==> config.mk <==
export PLATFORM = sky130hd
export DESIGN_NAME = long_op_wb_arbiter
export DESIGN_NICKNAME = d
export VERILOG_FILES = /design/src/rtl/long_op_wb_arbiter_pkg.sv /design/src/rtl/long_op_wb_arbiter_rr.sv /design/src/rtl/long_op_wb_arbiter.sv
export SDC_FILE = /design/constraint.sdc
export NUM_CORES = 1
export LEC_CHECK = 0
export BUFFER_PORTS_ARGS = -buffer_cell sky130_fd_sc_hd__buf_2
export CAP_MARGIN = 25
export CORE_MARGIN = 8
export CORE_UTILIZATION = 45
export DETAILED_ROUTE_END_ITERATION = 8
export HOLD_SLACK_MARGIN = 0.1
export MAX_ROUTING_LAYER = met4
export PLACE_DENSITY_LB_ADDON = 0.12
export SYNTH_ARGS = -nofsm -noshare
export SYNTH_HDL_FRONTEND = slang
export SYNTH_SLANG_ARGS = --single-unit
export TNS_END_PERCENT = 50
==> constraint.sdc <==
create_clock -name clk_i -period 3.44 [get_ports clk_i]
set_input_delay 0.688 -clock clk_i [delete_from_list [all_inputs] [get_ports clk_i]]
set_output_delay 0.688 -clock clk_i [all_outputs]
set_load 0.05 [all_outputs]
==> src/rtl/long_op_wb_arbiter_pkg.sv <==
// Shared types and constants for the long-latency writeback arbiter.
// Requester slots, the default RF geometry and the round-robin helper live here.
package long_op_wb_arbiter_pkg;

  localparam int unsigned RV32_reg_els_gp    = 32;
  localparam int unsigned long_op_num_req_gp = 3;

  typedef enum logic [1:0] {
    LONG_OP_REMOTE_LOAD = 2'd0,
    LONG_OP_IDIV        = 2'd1,
    LONG_OP_FDIV_SQRT   = 2'd2
  } long_op_req_e;

  typedef struct packed {
    logic [4:0]  id;
    logic [31:0] data;
  } long_op_wb_req_s;

  function automatic int unsigned rr_next(input int unsigned idx, input int unsigned n);
    return (idx + 1 >= n) ? 0 : idx + 1;
  endfunction

endpackage

==> src/rtl/long_op_wb_arbiter_rr.sv <==
// Round-robin arbiter: the pointer names the highest-priority requester and
// moves just past the winner when the grant is consumed (yumi_i).
module long_op_wb_arbiter_rr
  import long_op_wb_arbiter_pkg::*;
#(
  parameter int unsigned num_req_p = 3
) (
  input  logic                 clk_i,
  input  logic                 reset_n_i,
  input  logic                 en_i,
  input  logic [num_req_p-1:0] reqs_i,
  output logic [num_req_p-1:0] grants_o,
  output logic                 v_o,
  input  logic                 yumi_i
);

  localparam int unsigned ptr_w_lp = (num_req_p > 1) ? $clog2(num_req_p) : 1;

  logic [ptr_w_lp-1:0] ptr_q, ptr_d;
  logic [ptr_w_lp-1:0] winner;
  logic                found;

  // Two passes over constant indices: first from the pointer upward, then the wrap.
  always_comb begin
    grants_o = '0;
    winner   = ptr_q;
    found    = 1'b0;
    for (int unsigned j = 0; j < num_req_p; j++) begin
      if (en_i && !found && reqs_i[j] && (j >= 32'(ptr_q))) begin
        found       = 1'b1;
        grants_o[j] = 1'b1;
        winner      = ptr_w_lp'(j);
      end
    end
    for (int unsigned j = 0; j < num_req_p; j++) begin
      if (en_i && !found && reqs_i[j] && (j < 32'(ptr_q))) begin
        found       = 1'b1;
        grants_o[j] = 1'b1;
        winner      = ptr_w_lp'(j);
      end
    end
    v_o   = found;
    ptr_d = ptr_w_lp'(rr_next(32'(winner), num_req_p));
  end

  always_ff @(posedge clk_i or negedge reset_n_i) begin
    if (!reset_n_i) begin
      ptr_q <= '0;
    end else if (yumi_i) begin
      ptr_q <= ptr_d;
    end
  end

endmodule

==> src/rtl/long_op_wb_arbiter.sv <==
// Shares the RF write port and scoreboard clear among long-latency producers.
// One-entry buffer per requester, round-robin pick, pipeline priority with starvation stall.
module long_op_wb_arbiter
  import long_op_wb_arbiter_pkg::*;
#(
  parameter  int unsigned num_req_p         = long_op_num_req_gp,
  parameter  int unsigned data_width_p      = 32,
  parameter  int unsigned reg_els_p         = RV32_reg_els_gp,
  parameter  int unsigned x0_tied_to_zero_p = 1,
  parameter  int unsigned starve_limit_p    = 4,
  localparam int unsigned id_width_lp       = $clog2(reg_els_p)
) (
  input  logic                              clk_i,
  input  logic                              reset_n_i,
  input  logic [num_req_p-1:0]              v_i,
  input  logic [num_req_p*id_width_lp-1:0]  id_i,
  input  logic [num_req_p*data_width_p-1:0] data_i,
  output logic [num_req_p-1:0]              ready_o,
  input  logic                              pipe_wb_v_i,
  output logic                              pipe_stall_o,
  output logic                              rf_wb_v_o,
  output logic [id_width_lp-1:0]            rf_wb_id_o,
  output logic [data_width_p-1:0]           rf_wb_data_o,
  output logic                              clear_o,
  output logic [id_width_lp-1:0]            clear_id_o
);

  localparam int unsigned cnt_w_lp = $clog2(starve_limit_p + 1);

  typedef struct packed {
    logic [id_width_lp-1:0]  id;
    logic [data_width_p-1:0] data;
  } wb_req_t;

  wb_req_t                buf_q [num_req_p];
  logic [num_req_p-1:0]   buf_v_q;
  logic [num_req_p-1:0]   grant;
  logic [num_req_p-1:0]   load;
  logic                   grant_v;
  wb_req_t                sel;
  logic                   drop;

  logic [cnt_w_lp-1:0]    cnt_q, cnt_d;
  logic                   stall_q, stall_d;
  logic                   rf_wb_v_q;
  logic [id_width_lp-1:0] rf_wb_id_q;
  logic [data_width_p-1:0] rf_wb_data_q;

  long_op_wb_arbiter_rr #(
    .num_req_p(num_req_p)
  ) arb (
    .clk_i     (clk_i),
    .reset_n_i (reset_n_i),
    .en_i      (~pipe_wb_v_i),
    .reqs_i    (buf_v_q),
    .grants_o  (grant),
    .v_o       (grant_v),
    .yumi_i    (grant_v)
  );

  assign ready_o = ~buf_v_q | grant;
  assign load    = v_i & ready_o;

  always_comb begin
    sel = '0;
    for (int unsigned i = 0; i < num_req_p; i++) begin
      if (grant[i]) sel = sel | buf_q[i];
    end
    drop = (x0_tied_to_zero_p != 0) && (sel.id == '0);
  end

  // A blocked run reaching the limit raises the stall and restarts the count.
  always_comb begin
    cnt_d   = cnt_q;
    stall_d = 1'b0;
    if (grant_v || !(|buf_v_q)) begin
      cnt_d = '0;
    end else if (pipe_wb_v_i) begin
      if (cnt_q >= cnt_w_lp'(starve_limit_p - 1)) begin
        cnt_d   = '0;
        stall_d = 1'b1;
      end else begin
        cnt_d = cnt_q + cnt_w_lp'(1);
      end
    end
  end

  always_ff @(posedge clk_i or negedge reset_n_i) begin
    if (!reset_n_i) begin
      buf_v_q      <= '0;
      cnt_q        <= '0;
      stall_q      <= 1'b0;
      rf_wb_v_q    <= 1'b0;
      rf_wb_id_q   <= '0;
      rf_wb_data_q <= '0;
    end else begin
      buf_v_q   <= load | (buf_v_q & ~grant);
      cnt_q     <= cnt_d;
      stall_q   <= stall_d;
      rf_wb_v_q <= grant_v & ~drop;
      if (grant_v) begin
        rf_wb_id_q   <= sel.id;
        rf_wb_data_q <= sel.data;
      end
    end
  end

  always_ff @(posedge clk_i) begin
    for (int unsigned i = 0; i < num_req_p; i++) begin
      if (load[i]) begin
        buf_q[i].id   <= id_i[i*id_width_lp +: id_width_lp];
        buf_q[i].data <= data_i[i*data_width_p +: data_width_p];
      end
    end
  end

  assign pipe_stall_o = stall_q;
  assign rf_wb_v_o    = rf_wb_v_q;
  assign rf_wb_id_o   = rf_wb_id_q;
  assign rf_wb_data_o = rf_wb_data_q;
  assign clear_o      = rf_wb_v_q;
  assign clear_id_o   = rf_wb_id_q;

  logic dup_id;
  always_comb begin
    dup_id = 1'b0;
    for (int unsigned i = 0; i < num_req_p; i++) begin
      for (int unsigned j = i + 1; j < num_req_p; j++) begin
        if (buf_v_q[i] && buf_v_q[j] && (buf_q[i].id == buf_q[j].id) && (buf_q[i].id != '0))
          dup_id = 1'b1;
      end
    end
  end

  a_stall_no_pipe_wb: assert property (@(posedge clk_i) disable iff (!reset_n_i)
    stall_q |-> !pipe_wb_v_i);
  a_unique_ids: assert property (@(posedge clk_i) disable iff (!reset_n_i) !dup_id);

endmodule

Word-level counts from Yosys, hierarchy flattened
Memory sizes are Yosys's and may differ from the RTL's.
Cells that the tools add are included.

storage, ports and cells
  bits in registers = 47
  RAM bits = 111
  output and inout bits = 48
  word-level logic and storage cells = 89
  memories = 1

memory list
  name   depth  bits a word  rd ports  clocked after Yosys merged registers in  write ports  line                      source
  buf_q  3      37           3         0                                        3            long_op_wb_arbiter.sv:35  wb_req_t buf_q [num_req_p];

operators by class
  $add $sub $neg = 2
  $lt $le $gt $ge = 8
  multiplexer cells = 33
  bitwise gates (word level) = 11
  reduce and logical (&&, ||, !) cells = 27

operators by type and width
  cell                                                 number
  2-to-1 mux 37 bit                                    3
  bitwise OR 37 bit                                    2
  2-to-1 mux 1 bit                                     20
  logical AND 1 bit                                    17
  2-to-1 mux 2 bit                                     7
  2-to-1 mux 3 bit                                     3
  bitwise AND 3 bit                                    2
  >= comparator 3 x 2 -> 1 bit, second input constant  2
  zero test 1 bit                                      6
  inverter 3 bit                                       2
  bitwise OR 3 bit                                     2
  zero test 5 bit                                      1
  >= comparator 1 x 2 -> 1 bit, first input constant   2
  < comparator 1 x 2 -> 1 bit, first input constant    2
  adder 2 x 1 -> 3 bit, second input constant          1
  adder 3 x 1 -> 3 bit, second input constant          1
  OR reduction 3 bit                                   1
  >= comparator 2 bit, first input constant            1
  < comparator 2 bit, first input constant             1
  inverter 1 bit                                       2
  nonzero test 2 bit                                   1
  bitwise AND 1 bit                                    1
  logical OR 1 bit                                     1

Longest topological paths before layout
  depth after elaboration = 33
  depth in mapped cells = 6

Modules after synthesis
A second synthesis with hierarchy kept.

unflattened totals
  cell total of the unflattened synthesis = 352
  area, all modules = 5694.2 um2

modules (own cells, without submodules)
  module                 instances  cells each  area an instance (um2)  sequential area each (um2)
  long_op_wb_arbiter     1          322         5471.5                  4459.3
  long_op_wb_arbiter_rr  1          30          222.7                   50.0

Least setup slack after synthesis
No wires, ideal clock.

  path type = in2reg
  start point = in pipe_wb_v_i
  end point = mem buf_q[1][0] (netlist name) (enable)
  arrival = 2548 ps
  required time = 3042 ps
  slack = 495 ps
  stages on the path = 4
  path through = nand2b_1 > a221oi_2 > nand2b_1 > and2_1

RTL lines
  what         line                      source
  from (decl)  long_op_wb_arbiter.sv:19  input logic pipe_wb_v_i,
  to (decl)    long_op_wb_arbiter.sv:35

Worst setup path in the final report
  start point = reg arb.ptr_q[0]
  end point = out ready_o[0]

between the ends
  longest elaborated chain between the ends = 19
  elaborated cells between the ends (all ways) = 22

ends and longest elaborated chain
  what                            line                         source
  from (decl)                     long_op_wb_arbiter_rr.sv:19  logic [ptr_w_lp-1:0] ptr_q, ptr_d;
  from (signal assigned)          long_op_wb_arbiter_rr.sv:50  ptr_q <= ptr_d;
  >= comparator 1 x 2 -> 1 bit    long_op_wb_arbiter_rr.sv:29  if (en_i && !found && reqs_i[j] && (j >= 32'(ptr_q))) begin
  logical AND 1 bit               long_op_wb_arbiter_rr.sv:29
  2-to-1 mux 1 bit                long_op_wb_arbiter_rr.sv:29
  zero test 1 bit                 long_op_wb_arbiter_rr.sv:29
  logical AND 1 bit (3 in a row)  long_op_wb_arbiter_rr.sv:29
  2-to-1 mux 1 bit                long_op_wb_arbiter_rr.sv:29
  zero test 1 bit                 long_op_wb_arbiter_rr.sv:29
  logical AND 1 bit (3 in a row)  long_op_wb_arbiter_rr.sv:29
  2-to-1 mux 1 bit                long_op_wb_arbiter_rr.sv:29
  zero test 1 bit                 long_op_wb_arbiter_rr.sv:36  if (en_i && !found && reqs_i[j] && (j < 32'(ptr_q))) begin
  logical AND 1 bit (3 in a row)  long_op_wb_arbiter_rr.sv:36
  2-to-1 mux 1 bit (*)            long_op_wb_arbiter_rr.sv:36
  bitwise OR 3 bit (*)            long_op_wb_arbiter.sv:61     assign ready_o = ~buf_v_q | grant;
  to (decl)                       long_op_wb_arbiter.sv:18     output logic [num_req_p-1:0] ready_o,

Every way passes the cells marked *; elsewhere a longest branch is shown, timed or not.

==> metrics.md <==
| Metric | Value |
|---|---|
| Status | complete, no violations |
| Worst Hold Class | in2async |
| Die height | 128 um |
| Total clock sinks | 158 |
| Overall routing resource usage | 0.181 |
| Final net count | 620 |
| Via count | 3530 |
| Peak Freq | 380 MHz |
| Aggregate global routing overflow | 0 |
| Gpl congestion | 0.781 |
| Synth-to-Final Area Change | 28.7% |
| Final Total Pwr | 7.13 mW |
| Crit-path max FO | 6 |
| CP endpoint kind | primary output |
| Met3 wire len | 1.06 mm |
| Post-route ant nets | 0 |
| Min Hold Slack | 0.408 ns |
| CTS Buffer Depth | 2 |
| Pwr per Cell Area | between 900 and 1000 nW/um^2 |
| #FFs+latches synth | 158 |
| Slew @ Worst Pin | 0.939 ns |
| Initial Utilization | 0.464 |
| Final Hold Fails | 0 |
| Crit path required time | 2.75 ns |
| Cells after Synth | around 330 |
| Final WL | approximately 14 mm |
| Startpoint Class | register |
| Die Wd | 128 um |
| Max_cap viols | 0 |
| Post-route DRC | 0 |
| Setup Fix Bufs, Post-CTS | 0 |
| Post-Syn Area | between 5000 and 6000 um^2 |
| Seq/Total Area, Yosys | 0.806 |
| Highest Signal Layer | met4 |
| I/O Buffers | 164 |
| CTS resizes | 0 |
| Critical path arrival | 1.94 ns |
| Vias in the first global route | 3926 |
| DR pass1 iterations | 6 |
| H-tree Lvls | 4 |
| WL met1 | 5.76 mm |
| RSZ-0062 raised after global routing | false |
| CTS tree | done |
| Initial drt markers | 446 |
| Layout cells sized above 1 | 0.407 |
| Slew headroom | 0.374 |
| Setup TNS | 0 ns |
| Core area | approximately 12000 um^2 |
| Max IR drop VDD | 0.622 mV |
| Average size of a mapped cell | 16.9 um^2 |
| Hold buffer count at cts | 0 |
| DIE AREA | 16300 um^2 |
| Avg WL per Cell | between 20 and 25 um |
| Clk_lat worst skew | approximately 0.42 ns |
| Final Cycle Share | 0.764 |
| End-of-flow core utilization | 0.597 |
| WL met2 | about 6.9 mm |
| Row count | 40 |
| Filler cells | 987 |
| Avg Vias per Cell | a little over 5 |
| Unique masters post-synth | 29 |
| DPL Wire Length | 9.00 mm |
| Clk_skew | 0.00893 ns |
| First-pass GRT wire length | 21.2 mm |
| CTS root buf | clkbuf_16 |
| I/O pin cnt | 165 |
| Final setup viols | 0 |
| Leak | 3.04 nW |
| Synth warnings | 0 |
| Reg clk slew, reported paths | 0.06 ns |
| Tmin final | 2.63 ns |
| Final slew viol count | 0 |
| Largest net degree at the start of global routing | 40 |
| Net Count, Synth | 451 |
| Antenna violations before repair | 1 |
| Num CTS Buffers | 17 |
| CP Class | reg2out |
cell families after synthesis:
family,count (synthesis),synth area share
adders and majority gates,2,0.00447
and+or+nand+nor,101,0.0805
AOI/OAI and AO/OA,46,0.0820
DFF,158,0.806
xor gates and xnor gates,1,0.00157
buffers and inverters,24,0.0257
metrics by stage:
| stage | setup WS (ns) | instances | instance area, um^2 |
|---|---|---|---|
| after detailed placement | 0.905 | 650 | 6580 |
| after CTS | 0.787 | 682 | 7200 |
| after global placement | 0.900 | 650 | 6580 |
| after floorplan | 0.495 | 332 | 5600 |
| after global routing | 0.681 | 683 | 7200 |
| final | 0.811 | 683 | 7200 |
cell type report:
cell class                 instances  area (um^2)  share of cell area
multi-input combinational        150          960               0.133
clock inverter                    14          190              0.0264
timing repair buffer             172          893               0.124
sequential                       158         4510               0.626
antenna                            1         2.50            0.000347
tap                              168          210              0.0292
clock buffer                      18          429              0.0596
inverter                           2         7.51             0.00104
final timing paths:
| path | from | to | slack (ns) | depth (start not counted) |
|---|---|---|---|---|
| min in group clk_i | buf_q[2][12]$_DFFE_PP_ | rf_wb_data_o[12]$_DFFE_PN0P_ | 0.44 | 2 |
| hold / removal | reset_n_i | rf_wb_data_o[29]$_DFFE_PN0P_ | 0.41 | 1 |
| max in group asynchronous | reset_n_i | rf_wb_data_o[2]$_DFFE_PN0P_ | 2.29 | 2 |
| setup reg to reg | arb.ptr_q[0]$_DFFE_PN0P_ | buf_q[0][4]$_DFFE_PP_ | 1.11 | 5 |
| setup / recovery | arb.ptr_q[0]$_DFFE_PN0P_ | ready_o[0] | 0.81 | 4 |
| hold reg to reg | buf_q[2][12]$_DFFE_PP_ | rf_wb_data_o[12]$_DFFE_PN0P_ | 0.44 | 2 |
power breakdown:
group / internal (mW) / leakage (nW) / switching [mW]
combinational: 0.590 / 1.14 / 1.72
clock: 1.21 / 0.302 / 0.733
sequential: 2.62 / 1.60 / 0.242
total: 4.43 / 3.04 / 2.70
worst max-delay path, stage by stage (launching register included):
cell and delay, ns:
dfrtp_1 0.44, xor2_1 0.21, a2111oi_4 0.39, nand2b_1 0.20, buf_2 0.29
cell usage in the layout, fill, tap and decap left out:
cell,instances
a222oi_1,37
nand3_1,1
nor2_1,2
diode_2,1
or4_1,3
ha_1,2
and4b_1,1
xor2_1,1
clkinv_1,1
dfrtp_1,47
nand2_1,74
o31a_2,1
and3b_1,1
inv_1,2
a21o_1,2
nor3b_1,2
bufinv_16,4
a221oi_4,1
buf_12,1
buf_2,164
o21ai_1,1
clkbuf_16,17
clkbuf_1,1
nor3_1,2
o21ai_0,2
nand2b_1,9
inv_6,2
nor2b_1,2
clkinv_4,3
a211oi_1,1
edfxtp_1,111
and2_2,3
clkinvlp_4,1
clkinv_2,3
buf_4,7
a2111oi_4,1
or2_2,1
synth_stat cells:
cell type / n / area (um^2)
edfxtp_1: 111 / 3330
nand2_1: 74 / 278
dfrtp_1: 47 / 1180
a222oi_1: 37 / 370
nand2b_1: 9 / 56.3
clkbuf_1: 8 / 30.0
buf_4: 7 / 52.6
buf_2: 4 / 20.0
and2_1: 3 / 18.8
buf_6: 3 / 33.8
or4_1: 3 / 22.5
a21o_1: 2 / 15.0
ha_1: 2 / 25.0
inv_1: 2 / 7.51
nor2_1: 2 / 7.51
nor2b_1: 2 / 12.5
nor3_1: 2 / 10.0
nor3b_1: 2 / 15.0
o21ai_0: 2 / 10.0
a2111oi_4: 1 / 27.5
a211oi_1: 1 / 7.51
a221oi_2: 1 / 15.0
and3b_1: 1 / 8.76
and4b_1: 1 / 10.0
nand3_1: 1 / 5.00
o21ai_1: 1 / 5.00
o31a_1: 1 / 8.76
or2_1: 1 / 6.26
xor2_1: 1 / 8.76
state kept, by name, indices dropped and copies added, names as in the netlist:
| name | flops |
|---|---|
| cnt_q | 3 |
| arb.ptr_q | 2 |
| buf_v_q | 3 |
| rf_wb_data_o | 32 |
| buf_q | 111 |
| clear_id_o | 5 |
| clear_o | 1 |
| pipe_stall_o | 1 |
layer usage:
metal,global-route usage,vias up
li1,-,1626
met1,0.212,1732
met2,0.292,163
met3,0.0628,9
met4,0.0546,0
met5,-,-
Power figures use the tool's default switching activity.
